File: src/rtl/multicycle_main_decoder_if.sv
// Bundle between the multicycle main decoder and the datapath/conditional logic.
// The slave side is the decoder itself; the master side drives instruction
// fields and the memory-ready handshake and consumes the control requests.
interface multicycle_main_decoder_if;
  logic [1:0] op;
  logic [5:0] funct;
  logic       rd15;
  logic       mem_ready;

  logic       PCS;
  logic       RegW;
  logic       MemW;
  logic [1:0] FlagW;
  logic       NoWrite;
  logic       IRWrite;
  logic       NextPC;
  logic       AdrSrc;
  logic       ALUSrcA;
  logic [1:0] ALUSrcB;
  logic [1:0] ResultSrc;
  logic [2:0] ALUControl;
  logic       illegal;

  modport master (
    output op, funct, rd15, mem_ready,
    input  PCS, RegW, MemW, FlagW, NoWrite, IRWrite, NextPC, AdrSrc,
           ALUSrcA, ALUSrcB, ResultSrc, ALUControl, illegal
  );

  modport slave (
    input  op, funct, rd15, mem_ready,
    output PCS, RegW, MemW, FlagW, NoWrite, IRWrite, NextPC, AdrSrc,
           ALUSrcA, ALUSrcB, ResultSrc, ALUControl, illegal
  );
endinterface

File: src/rtl/multicycle_main_decoder.sv
// Multicycle main controller: sequences each instruction through fetch,
// decode, execute, memory and writeback, and issues the unconditioned write
// requests plus datapath steering selects.
//
// state    | meaning
// ---------+--------------------------------------------------------------
// FETCH    | read instruction at PC, PC+4 computed; wait for mem_ready
// DECODE   | read registers, PC+8 on ALU; dispatch on op
// MEMADR   | compute load/store address (base + immediate)
// MEMREAD  | load access at ALU result; wait for mem_ready
// MEMWB    | write loaded data to register file
// MEMWRITE | store access; MemW held until mem_ready
// EXECR    | data-processing with register operand B
// EXECI    | data-processing with immediate operand B
// ALUWB    | write ALU result to register file
// BRANCH   | PC <- PC+8+offset
module multicycle_main_decoder (
  input  logic                          clk,
  input  logic                          reset,
  multicycle_main_decoder_if.slave      bus
);

  typedef enum logic [3:0] {
    FETCH    = 4'd0,
    DECODE   = 4'd1,
    MEMADR   = 4'd2,
    MEMREAD  = 4'd3,
    MEMWB    = 4'd4,
    MEMWRITE = 4'd5,
    EXECR    = 4'd6,
    EXECI    = 4'd7,
    ALUWB    = 4'd8,
    BRANCH   = 4'd9
  } state_t;

  localparam logic [2:0] ALU_ADD = 3'b000;
  localparam logic [2:0] ALU_SUB = 3'b001;
  localparam logic [2:0] ALU_AND = 3'b010;
  localparam logic [2:0] ALU_ORR = 3'b011;

  state_t     state;
  state_t     state_nxt;
  // Low from reset assertion until the first rising edge after release, so
  // the first FETCH cycle is clock-aligned rather than starting mid-cycle.
  logic       run_q;

  logic [3:0] cmd;
  logic       s_bit;
  logic [2:0] alu_ctl;
  logic [1:0] flag_w;
  logic       no_write;

  assign cmd   = bus.funct[4:1];
  assign s_bit = bus.funct[0];

  // State register and run qualifier; reset returns to FETCH at once.
  always_ff @(posedge clk or negedge reset) begin
    if (!reset) begin
      state <= FETCH;
      run_q <= 1'b0;
    end else begin
      state <= state_nxt;
      run_q <= 1'b1;
    end
  end

  // ALU command decode: operation, flag-update mask and CMP write suppression.
  always_comb begin
    alu_ctl  = ALU_ADD;
    flag_w   = 2'b00;
    no_write = 1'b0;
    case (cmd)
      4'b0100: begin alu_ctl = ALU_ADD; flag_w = {s_bit, s_bit}; end
      4'b0010: begin alu_ctl = ALU_SUB; flag_w = {s_bit, s_bit}; end
      4'b0000: begin alu_ctl = ALU_AND; flag_w = {s_bit, 1'b0}; end
      4'b1100: begin alu_ctl = ALU_ORR; flag_w = {s_bit, 1'b0}; end
      4'b1010: begin alu_ctl = ALU_SUB; flag_w = 2'b11; no_write = 1'b1; end
      default: begin alu_ctl = ALU_ADD; flag_w = 2'b00; end
    endcase
  end

  // Next-state logic; holds FETCH until the run qualifier is set.
  always_comb begin
    state_nxt = state;
    if (run_q) begin
      case (state)
        FETCH:    if (bus.mem_ready) state_nxt = DECODE;
        DECODE: begin
          case (bus.op)
            2'b01:   state_nxt = MEMADR;
            2'b00:   state_nxt = bus.funct[5] ? EXECI : EXECR;
            2'b11:   state_nxt = BRANCH;
            default: state_nxt = FETCH;
          endcase
        end
        MEMADR:   state_nxt = bus.funct[0] ? MEMREAD : MEMWRITE;
        MEMREAD:  if (bus.mem_ready) state_nxt = MEMWB;
        MEMWB:    state_nxt = FETCH;
        MEMWRITE: if (bus.mem_ready) state_nxt = FETCH;
        EXECR:    state_nxt = ALUWB;
        EXECI:    state_nxt = ALUWB;
        ALUWB:    state_nxt = FETCH;
        BRANCH:   state_nxt = FETCH;
        default:  state_nxt = FETCH;
      endcase
    end
  end

  // Output decode from state; everything forced low while reset is asserted
  // or before the first post-reset edge.
  always_comb begin
    bus.PCS        = 1'b0;
    bus.RegW       = 1'b0;
    bus.MemW       = 1'b0;
    bus.FlagW      = 2'b00;
    bus.NoWrite    = 1'b0;
    bus.IRWrite    = 1'b0;
    bus.NextPC     = 1'b0;
    bus.AdrSrc     = 1'b0;
    bus.ALUSrcA    = 1'b0;
    bus.ALUSrcB    = 2'b00;
    bus.ResultSrc  = 2'b00;
    bus.ALUControl = ALU_ADD;
    bus.illegal    = 1'b0;
    if (reset && run_q) begin
      case (state)
        FETCH: begin
          bus.ALUSrcA   = 1'b1;
          bus.ALUSrcB   = 2'b10;
          bus.ResultSrc = 2'b10;
          bus.IRWrite   = bus.mem_ready;
          bus.NextPC    = bus.mem_ready;
        end
        DECODE: begin
          bus.ALUSrcA   = 1'b1;
          bus.ALUSrcB   = 2'b10;
          bus.ResultSrc = 2'b10;
          bus.illegal   = (bus.op == 2'b10);
        end
        MEMADR: begin
          bus.ALUSrcB   = 2'b01;
        end
        MEMREAD: begin
          bus.AdrSrc    = 1'b1;
        end
        MEMWB: begin
          bus.ResultSrc = 2'b01;
          bus.RegW      = 1'b1;
          bus.PCS       = bus.rd15;
        end
        MEMWRITE: begin
          bus.AdrSrc    = 1'b1;
          bus.MemW      = 1'b1;
        end
        EXECR, EXECI: begin
          bus.ALUSrcB    = (state == EXECI) ? 2'b01 : 2'b00;
          bus.ALUControl = alu_ctl;
          bus.FlagW      = flag_w;
          bus.NoWrite    = no_write;
        end
        ALUWB: begin
          bus.ResultSrc  = 2'b00;
          bus.RegW       = 1'b1;
          bus.PCS        = bus.rd15;
          bus.ALUControl = alu_ctl;
          bus.FlagW      = flag_w;
          bus.NoWrite    = no_write;
        end
        BRANCH: begin
          bus.ALUSrcB   = 2'b01;
          bus.ResultSrc = 2'b10;
          bus.PCS       = 1'b1;
        end
        default: ;
      endcase
    end
  end

endmodule

File: src/flat_wrapper.sv
// flat-port wrapper written by rule: the top's interface ports become plain ports
module multicycle_main_decoder_flat 
  (clk, reset, bus_op, bus_funct, bus_rd15, bus_mem_ready, bus_PCS, bus_RegW, bus_MemW, bus_FlagW, bus_NoWrite, bus_IRWrite, bus_NextPC, bus_AdrSrc, bus_ALUSrcA, bus_ALUSrcB, bus_ResultSrc, bus_ALUControl, bus_illegal);
  multicycle_main_decoder_if bus_i ();
  input  logic clk;
  input  logic reset;
  input wire logic [$bits(bus_i.op)-1:0] bus_op;
  input wire logic [$bits(bus_i.funct)-1:0] bus_funct;
  input wire logic [$bits(bus_i.rd15)-1:0] bus_rd15;
  input wire logic [$bits(bus_i.mem_ready)-1:0] bus_mem_ready;
  output wire logic [$bits(bus_i.PCS)-1:0] bus_PCS;
  output wire logic [$bits(bus_i.RegW)-1:0] bus_RegW;
  output wire logic [$bits(bus_i.MemW)-1:0] bus_MemW;
  output wire logic [$bits(bus_i.FlagW)-1:0] bus_FlagW;
  output wire logic [$bits(bus_i.NoWrite)-1:0] bus_NoWrite;
  output wire logic [$bits(bus_i.IRWrite)-1:0] bus_IRWrite;
  output wire logic [$bits(bus_i.NextPC)-1:0] bus_NextPC;
  output wire logic [$bits(bus_i.AdrSrc)-1:0] bus_AdrSrc;
  output wire logic [$bits(bus_i.ALUSrcA)-1:0] bus_ALUSrcA;
  output wire logic [$bits(bus_i.ALUSrcB)-1:0] bus_ALUSrcB;
  output wire logic [$bits(bus_i.ResultSrc)-1:0] bus_ResultSrc;
  output wire logic [$bits(bus_i.ALUControl)-1:0] bus_ALUControl;
  output wire logic [$bits(bus_i.illegal)-1:0] bus_illegal;
  assign bus_i.op = bus_op;
  assign bus_i.funct = bus_funct;
  assign bus_i.rd15 = bus_rd15;
  assign bus_i.mem_ready = bus_mem_ready;
  assign bus_PCS = bus_i.PCS;
  assign bus_RegW = bus_i.RegW;
  assign bus_MemW = bus_i.MemW;
  assign bus_FlagW = bus_i.FlagW;
  assign bus_NoWrite = bus_i.NoWrite;
  assign bus_IRWrite = bus_i.IRWrite;
  assign bus_NextPC = bus_i.NextPC;
  assign bus_AdrSrc = bus_i.AdrSrc;
  assign bus_ALUSrcA = bus_i.ALUSrcA;
  assign bus_ALUSrcB = bus_i.ALUSrcB;
  assign bus_ResultSrc = bus_i.ResultSrc;
  assign bus_ALUControl = bus_i.ALUControl;
  assign bus_illegal = bus_i.illegal;
  multicycle_main_decoder u_core (.clk(clk), .reset(reset), .bus(bus_i));
endmodule
File: config.mk
export PLATFORM = sky130hd
export DESIGN_NAME = multicycle_main_decoder_flat
export DESIGN_NICKNAME = d
export VERILOG_FILES = /design/src/rtl/multicycle_main_decoder_if.sv /design/src/rtl/multicycle_main_decoder.sv /design/src/flat_wrapper.sv
export SDC_FILE = /design/constraint.sdc
export NUM_CORES = 1
export LEC_CHECK = 0
export CAP_MARGIN = 40
export CORE_MARGIN = 1
export CORE_UTILIZATION = 42
export CTS_CLUSTER_DIAMETER = 60
export DETAILED_ROUTE_END_ITERATION = 10
export GPL_TIMING_DRIVEN = 0
export PLACE_DENSITY_LB_ADDON = 0.12
export SETUP_SLACK_MARGIN = 0.4
export SLEW_MARGIN = 20
export SYNTH_ARGS = -nofsm -noshare
export SYNTH_HDL_FRONTEND = slang
export SYNTH_SLANG_ARGS = --single-unit
File: constraint.sdc
create_clock -name clk -period 4.3 [get_ports clk]
set_clock_uncertainty 0.15 [all_clocks]
set_input_delay 0.86 -clock clk [delete_from_list [all_inputs] [get_ports clk]]
set_output_delay 0.86 -clock clk [all_outputs]
set_load 0.005 [all_outputs]
# After elaboration in Yosys (flattened, before gate mapping)
# Index checks and enable logic that the tools add are counted.
totals:
  regBits: 5
  latch_bits: 0
  mem_bits_rw: 0
  rom_bits: 0
  in_bits: 12
  out_inout_bits: 18
  memories: 0
op_classes:
  add_sub_neg: 0
  n_mul: 0
  div: 0
  order_cmp: 0
  n_eq_ne: 19
  shifts: 0
  mux: 35
  bitwise: 0
  reduce_logical: 15
op_table:
  columns: ["op", "count"]
  rows:
  - ["$pmux 4 s6", 1]
  - ["$eq 4x3->1 const B", 5]
  - ["$mux 1", 18]
  - ["$pmux 2 s3", 3]
  - ["$eq 4x4->1 const B", 4]
  - ["$reduce_or 2->1", 8]
  - ["$eq 4x2->1 const B", 3]
  - ["$mux 4", 3]
  - ["$pmux 4 s3", 1]
  - ["$mux 3", 3]
  - ["$logic_not 4->1", 2]
  - ["$mux 2", 4]
  - ["$ne 2x2->1 const B", 3]
  - ["$reduce_or 3->1", 2]
  - ["$eq 2x2->1 const B", 2]
  - ["$eq 4x1->1 const B", 1]
  - ["$pmux 2 s2", 1]
  - ["$reduce_and 4->1", 1]
  - ["$eq 2x1->1 const B", 1]
  - ["$logic_not 2->1", 1]
  - ["$pmux 1 s2", 1]
  - ["$logic_and 1x1->1", 1]

# Depth between registers and ports, before layout
# Gate-level depths: netlist of run 1.
depth:
  ltp_word: 5
  mapped_depth: 5
  mapped_depth_nobuf: 4

# Worst setup path before layout of run 1
# Ideal clock, no wire load.
synth_path:
  kind: "input port to output port"
  start: "input port reset"
  end: "output port bus_NextPC"
  arrival_time_ns: 1.624
  t_required_ns: 3.290
  slack_ns: 1.666
  stages: 4
  path_buffers: 2
  cell_sequence: "nand2_1 > clkbuf_1 > nor4_1 > buf_4"
synth_via:
  elab_chain_cells: 2
synth_lines:
  columns: ["element", "line", "rtl"]
  rows:
  - ["from (decl)", "flat_wrapper.sv:6", "input logic reset;"]
  - ["$logic_and 1x1->1", "multicycle_main_decoder.sv:125", "if (reset && run_q) begin"]
  - ["$mux 1", null, null]
  - ["to (decl)", "flat_wrapper.sv:17", "output wire logic [$bits(bus_i.NextPC)-1:0] bus_NextPC;"]
# No other way between the ends.

# Worst setup path after layout of run 1
layout_path:
  start: "input port bus_funct[2]"
  end: "output port bus_FlagW[0]"
layout_via:
  elab_chain_cells: 5
  word_cells_on_any_way: 10
  cone_classes: "eq/ne: 4; mux: 3; reduce/logical: 3"
layout_lines:
  columns: ["element", "line", "rtl"]
  rows:
  - ["from (decl)", "flat_wrapper.sv:8", "input wire logic [$bits(bus_i.funct)-1:0] bus_funct;"]
  - ["$eq 4x4->1, or another cell as far along", "multicycle_main_decoder.sv:72", "case (cmd)"]
  - ["$reduce_or 2->1 (no line)", null, null]
  - ["$pmux 2 s3 (*)", "multicycle_main_decoder.sv:72", null]
  - ["$mux 2 (*)", "multicycle_main_decoder.sv:126", "case (state)"]
  - ["$mux 2 (*)", "multicycle_main_decoder.sv:125", null]
  - ["to (decl)", "flat_wrapper.sv:14", "output wire logic [$bits(bus_i.FlagW)-1:0] bus_FlagW;"]
# Every way passes the cells marked *; elsewhere a longest branch is shown, timed or not.

==> impl_results.md, run 1 <==
- Status: finished clean
- Post-synth ARST share: 100%
- # port buffers: 27
- Pwr dens: 464 mW/mm^2
- WL/cell: 12.6 microns
- Synthesized area: 622 sq um
- Vias in the first global route: 549
- Root Buffer: clkbuf_4
- Most frequent cells in the layout: 26 x clkdlybuf4s50_1, 9 x nand2_1, 6 x nor2_1
- DRT Pass-1 Iters: 4
- CP startpoint kind: input pin
- Via/cell ratio: 5.36
- Peak supply drop: 0.453 mV
- Postcts setup bufs: 0
- Most common cell after layout, fill and taps aside: clkdlybuf4s50_1
- GRT overflow: 0
- RePlAce Congestion: 0.852
- Most used cell, CP: clkdlybuf4s50_1
- Final hold violation count: 0
- CP max stage delay: 550 ps
- Total GRT Usage: 22.2%
- #FFs+latches synth: 5
- Max-cap violation count: 0
- Ys flop type: dfrtp_1
- Period utilisation layout: 81.3%
- DRC Markers: 0
- Share of layout cells above drive strength 1: 13.3%
- H-tree depth: 1
- Sink Count: 5
- Inserted Clock Buffers: 3
- Worst-path clk slew: 40 ps
- Synthesis-to-finish area growth: 52.5%
- Largest net degree at the start of global routing: 11
- Placed Instance Area: 911 sq um
- Post-synth EDFFs: 0
- Row count: 13
- Register area share after synthesis: 20.1%
- Synth Net Count: 94
- Final Net Count: 126
- Pre-CTS setup slack: 456 ps
- # IOs: 30
- Diodes inserted: 0
- Synth cell types: 33
- Routed vias: 686
- CP max stage cell: clkdlybuf4s50_1
- Global-route wire length before repair: 2390 microns
- Die span in y: 40.5 microns
- CP Max Fanout: 8
- Crit Path Category: input pin to primary output
- Crit-path cells: clkdlybuf4s50_1 -> nand2b_1 -> o21ai_0 -> a21oi_1 -> nor2_1 -> clkdlybuf4s50_1
- Synth warn: 0
- CTS tree: yes
- P_leak: 0.368 nW
- Maximum clock path buffer count: 2
- # setup viols final: 0
- Cts-stage hold buffer count: 0
- # resized after CTS: 0
- HP Class: input pin to asynchronous set/reset pin
- Core area: 0.00133 sq mm
- Minimum clock period: 3490 ps
- Hold slack: 312 ps
- Mean Syn Cell Area: 7.58 sq um
- Routed WL: 1610 microns
- Final Cell Area: 948 sq um
- Gate Count Post-Synth: 82
- Initial Util: 46.6%
- Ranking of synthesized cells by area: dfrtp_1 20%, nand2_1 5.4%, nor4_1 5.0%
- Worst-Skew Late Latency: 230 ps
- Setup ws final: 806 ps
- Highest Clock Rate: 286 MHz
- CP Capture Type: primary output
- Die width: 40.5 microns
- RSZ-0062 raised after global routing: no
- Detailed placement HPWL: 1260 microns
- Max-slew violations: 0
- Die area: 0.00164 sq mm
- CP Data Arrival Time: 2480 ps
- Fin Setup TNS: 0 ps
- Total power: 440 uW
- Initial DRC Count: 9
- Post-synth top area cell: dfrtp_1
- Worst endpoint required time: 3290 ps
- Initial antenna violation count: 0
- Yosys top cell area share: 20.1%
- ANT nets after route: 0
[metal layers]
| layer | track usage (%) | part of all wire [%] | vias up |
|---|---|---|---|
| met5 | 0 | 0 | - |
| met4 | 10.0 | 0 | 0 |
| met3 | 3.89 | 3.8 | 0 |
| met2 | 38.5 | 51 | 18 |
| met1 | 26.2 | 45 | 313 |
| li1 | - | - | 355 |
[where the power goes]
| part | internal [mW] | switching [mW] |
|---|---|---|
| combinational | 0.137 | 0.175 |
| clock | 0.0349 | 0.0170 |
| sequential | 0.0650 | 0.0113 |
[area by class of cell]
| class | instances | area (sq um) |
|---|---|---|
| Multi-Input combinational cell | 63 | 438 |
| Fill cell | 120 | 385 |
| Clock buffer | 4 | 26.3 |
| Tap cell | 15 | 18.8 |
| Inverter | 4 | 15.0 |
| Timing Repair Buffer | 27 | 273 |
| Buffer | 10 | 52.6 |
| Sequential cell | 5 | 125 |
[worst max-delay path: cells and delay by family]
family                 cells  cell delay [ps]
buffers and inverters      2             1070
and+or+nand+nor            2              320
AOI/OAI and AO/OA          2              240
[synth_stat cells, types with 2 or more instances]
master     count
dfrtp_1        5
nand2_1        9
nor2_1         6
a2111oi_0      2
nand3b_1       3
a21oi_1        3
o21ai_0        4
nor4_1         5
clkbuf_1       4
xor2_1         2
conb_1         2
nor4b_1        2
nor3_1         5
nand2b_1       3
buf_4          3
mux2_1         2
inv_1          4
buf_2          3
[metrics by stage]
| stage | utilization, % | std cells |
|---|---|---|
| floorplan | - | 82 |
| global placement | 68.3 | 124 |
| detailed placement | 68.3 | 124 |
| CTS | 70.3 | 128 |
| global route | 71.1 | 128 |
| finish | 71.1 | 128 |
[registers in the layout (all words and copies together) (netlist names)]
signal / flops
u_core.state: 4
u_core.run_q: 1
[cells by family after synthesis]
kind of cell	count (synthesis)	synth area share (%)
AOI/OAI and AO/OA	17	24.3
buffers and inverters	14	10.9
xor gates and xnor gates	3	4.23
other	2	1.21
and+or+nand+nor	38	34.0
muxes	3	5.23
DFF	5	20.1
[path summary, 6_finish.rpt]
kind | startpoint | endpoint | slack, ps | cells past startpoint
worst max-delay path | bus_funct[2] | bus_FlagW[0] | 810 | 6
worst min-delay path | reset | u_core.run_q$_DFF_PN0_ | 310 | 1
worst max register to register | u_core.state[2]$_DFFE_PN0P_ | u_core.state[0]$_DFFE_PN0P_ | 2580 | 5
worst min register to register | u_core.run_q$_DFF_PN0_ | u_core.state[1]$_DFFE_PN0P_ | 470 | 2
max in group asynchronous | reset | u_core.state[3]$_DFFE_PN0P_ | 3490 | 1
min in group clk | u_core.run_q$_DFF_PN0_ | u_core.state[1]$_DFFE_PN0P_ | 470 | 2
No activity file was read; power rests on OpenSTA's default activity.
==> inputs of run 2 (changes only) <==
--- a/config.mk
+++ b/config.mk
@@ -7,7 +7,7 @@
 export LEC_CHECK = 0
 export CAP_MARGIN = 40
 export CORE_MARGIN = 1
-export CORE_UTILIZATION = 42
+export CORE_UTILIZATION = 36
 export CTS_CLUSTER_DIAMETER = 60
 export DETAILED_ROUTE_END_ITERATION = 10
 export GPL_TIMING_DRIVEN = 0
==> constraint.sdc (replaced) <==
create_clock -name clk -period 3.2 [get_ports clk]
set_clock_uncertainty 0.15 [all_clocks]
set_input_delay 0.64 -clock clk [delete_from_list [all_inputs] [get_ports clk]]
set_output_delay 0.64 -clock clk [all_outputs]
set_load 0.005 [all_outputs]
==> impl_results.md, run 2 (synthesis gave the netlist of run 1 again) <==
- Biggest regs: u_core.state (4), u_core.run_q (1)
- Most common cell after layout, fill and taps aside: clkdlybuf4s50_1
- Synthesis-to-finish area growth: 60.0%
- Failing checks: design-rule violations
- Crit Path Category: input pin to primary output
- CP max stage cell: clkdlybuf4s50_1
- Most used cell, CP: clkdlybuf4s50_1
- Max-cap violation count: 0
- Worst-Skew Late Latency: 240 ps
- CP max stage delay: 550 ps
- Peak supply drop: 0.515 mV
- Minimum clock period: 2740 ps
- CP Max Fanout: 5
- Cts-stage hold buffer count: 0
- Largest net degree at the start of global routing: 11
- Initial DRC Count: 18
- Die width: 43.6 microns
- H-tree depth: 1
- Period utilisation layout: 85.8%
- RSZ-0062 raised after global routing: yes
- CP startpoint kind: input pin
- P_leak: 0.413 nW
- Die area: 0.00190 sq mm
- Post-route insts no fill: 130
- DRC Markers: 4
- Area of the multi-input gates: 479 sq um
- Total power: 641 uW
- Register area: 125 sq um
- CP Capture Type: primary output
- Root Buffer: clkbuf_4
- # setup viols final: 0
- Pwr dens: 644 mW/mm^2
- Worst-path clk slew: 50 ps
- Routed vias: 681
- Crit-path cells: clkdlybuf4s50_1 -> nand2_1 -> nor4_1 -> clkdlybuf4s50_1
- CTS tree: yes
- Core area: 0.00156 sq mm
- CP Data Arrival Time: 1950 ps
- Max-slew violations: 0
- Maximum clock path buffer count: 2
- Final hold violation count: 0
- Util after Layout: 63.8%
- Row count: 14
- Highest Clock Rate: 364 MHz
- Vias in the first global route: 613
- # port buffers: 27
- Initial antenna violation count: 0
- Diodes inserted: 0
- # IOs: 30
- Total GRT Usage: 19.2%
- Via/cell ratio: 5.24
- GRT overflow: 0
- ANT nets after route: 0
- HP Class: input pin to asynchronous set/reset pin
- Global-route wire length before repair: 2820 microns
- Most frequent cells in the layout: 18 x clkdlybuf4s50_1, 8 x nand2_1, 6 x buf_4, 6 x dlygate4sd2_1
- Inserted Clock Buffers: 3
- RePlAce Congestion: 0.769
- Detailed placement HPWL: 1180 microns
- Die span in y: 43.6 microns
- Setup ws final: 456 ps
- Pre-CTS setup slack: -222 ps
- Fillers: 159
- Final Net Count: 127
- Share of layout cells above drive strength 1: 22.8%
- Initial Util: 39.9%
- Sink Count: 5
- Worst endpoint required time: 2410 ps
- DRT Pass-1 Iters: 7
- Status: finished with violations
- Max FFs per register: 4
- Placed insts: 125
- WL/cell: 12.1 microns
- Routed WL: 1570 microns
- Largest reg by FF count: u_core.state
- Hold slack: 54.8 ps
run 2: cell count changes in the layout (fill, tap and decap cells not counted), moves of 2 or more:
cell,change
clkbuf_1,-3
clkbuf_4,+2
clkdlybuf4s50_1,-8
clkbuf_2,+3
buf_4,+3
dlygate4sd2_1,+6
buf_2,-2
run 2: stage by stage:
step	setup TNS [ps]	area (sq um)
floorplan	0	622
global placement	-784	912
detailed placement	-1050	912
CTS	0	948
global route	0	995
finish	0	995
run 2: final timing paths:
kind / startpoint / to / slack (ps) / cells past startpoint
worst max-delay path: bus_op[1] / bus_illegal / 460 / 4
worst min register to register: u_core.run_q$_DFF_PN0_ / u_core.state[1]$_DFFE_PN0P_ / 490 / 2
worst min-delay path: reset / u_core.run_q$_DFF_PN0_ / 50 / 1
min in group clk: u_core.run_q$_DFF_PN0_ / u_core.state[1]$_DFFE_PN0P_ / 490 / 2
max in group asynchronous: reset / u_core.state[2]$_DFFE_PN0P_ / 2710 / 1
worst max register to register: u_core.state[2]$_DFFE_PN0P_ / u_core.state[3]$_DFFE_PN0P_ / 1500 / 5
run 2: repair_timing:
item	in CTS	in global routing
pin swaps	0	2
endpoints found under the setup margin	17	13
gates resized for setup	16	21
buffers inserted	0	1
run 2: critical path, delay by kind of cell:
kind                   cells  cell delay [ps]
buffers and inverters      2             1090
and+or+nand+nor            2              230
run 2: cell type report:
type / instances / share of cell area, %
buffer: 10 / 6.67
clock buffer: 4 / 2.64
inverter: 4 / 1.51
multi-input combinational: 63 / 48.2
sequential: 5 / 12.6
tap: 16 / 2.01
timing repair buffer: 28 / 26.4
run 2: where the power goes:
part	internal (mW)	total (mW)	switching [mW]
registers	0.0873	0.106	0.0189
clock network	0.0471	0.0721	0.0250
logic	0.207	0.462	0.255
run 2: routing by layer:
| metal | vias to the layer above | track usage, % | routed length [microns] |
|---|---|---|---|
| met2 | 16 | 31.0 | 803 |
| li1 | 355 | - | - |
| met1 | 310 | 27.2 | 727 |
| met5 | - | 0 | 0 |
| met3 | 0 | 0 | 37 |
| met4 | 0 | 8.13 | 0 |
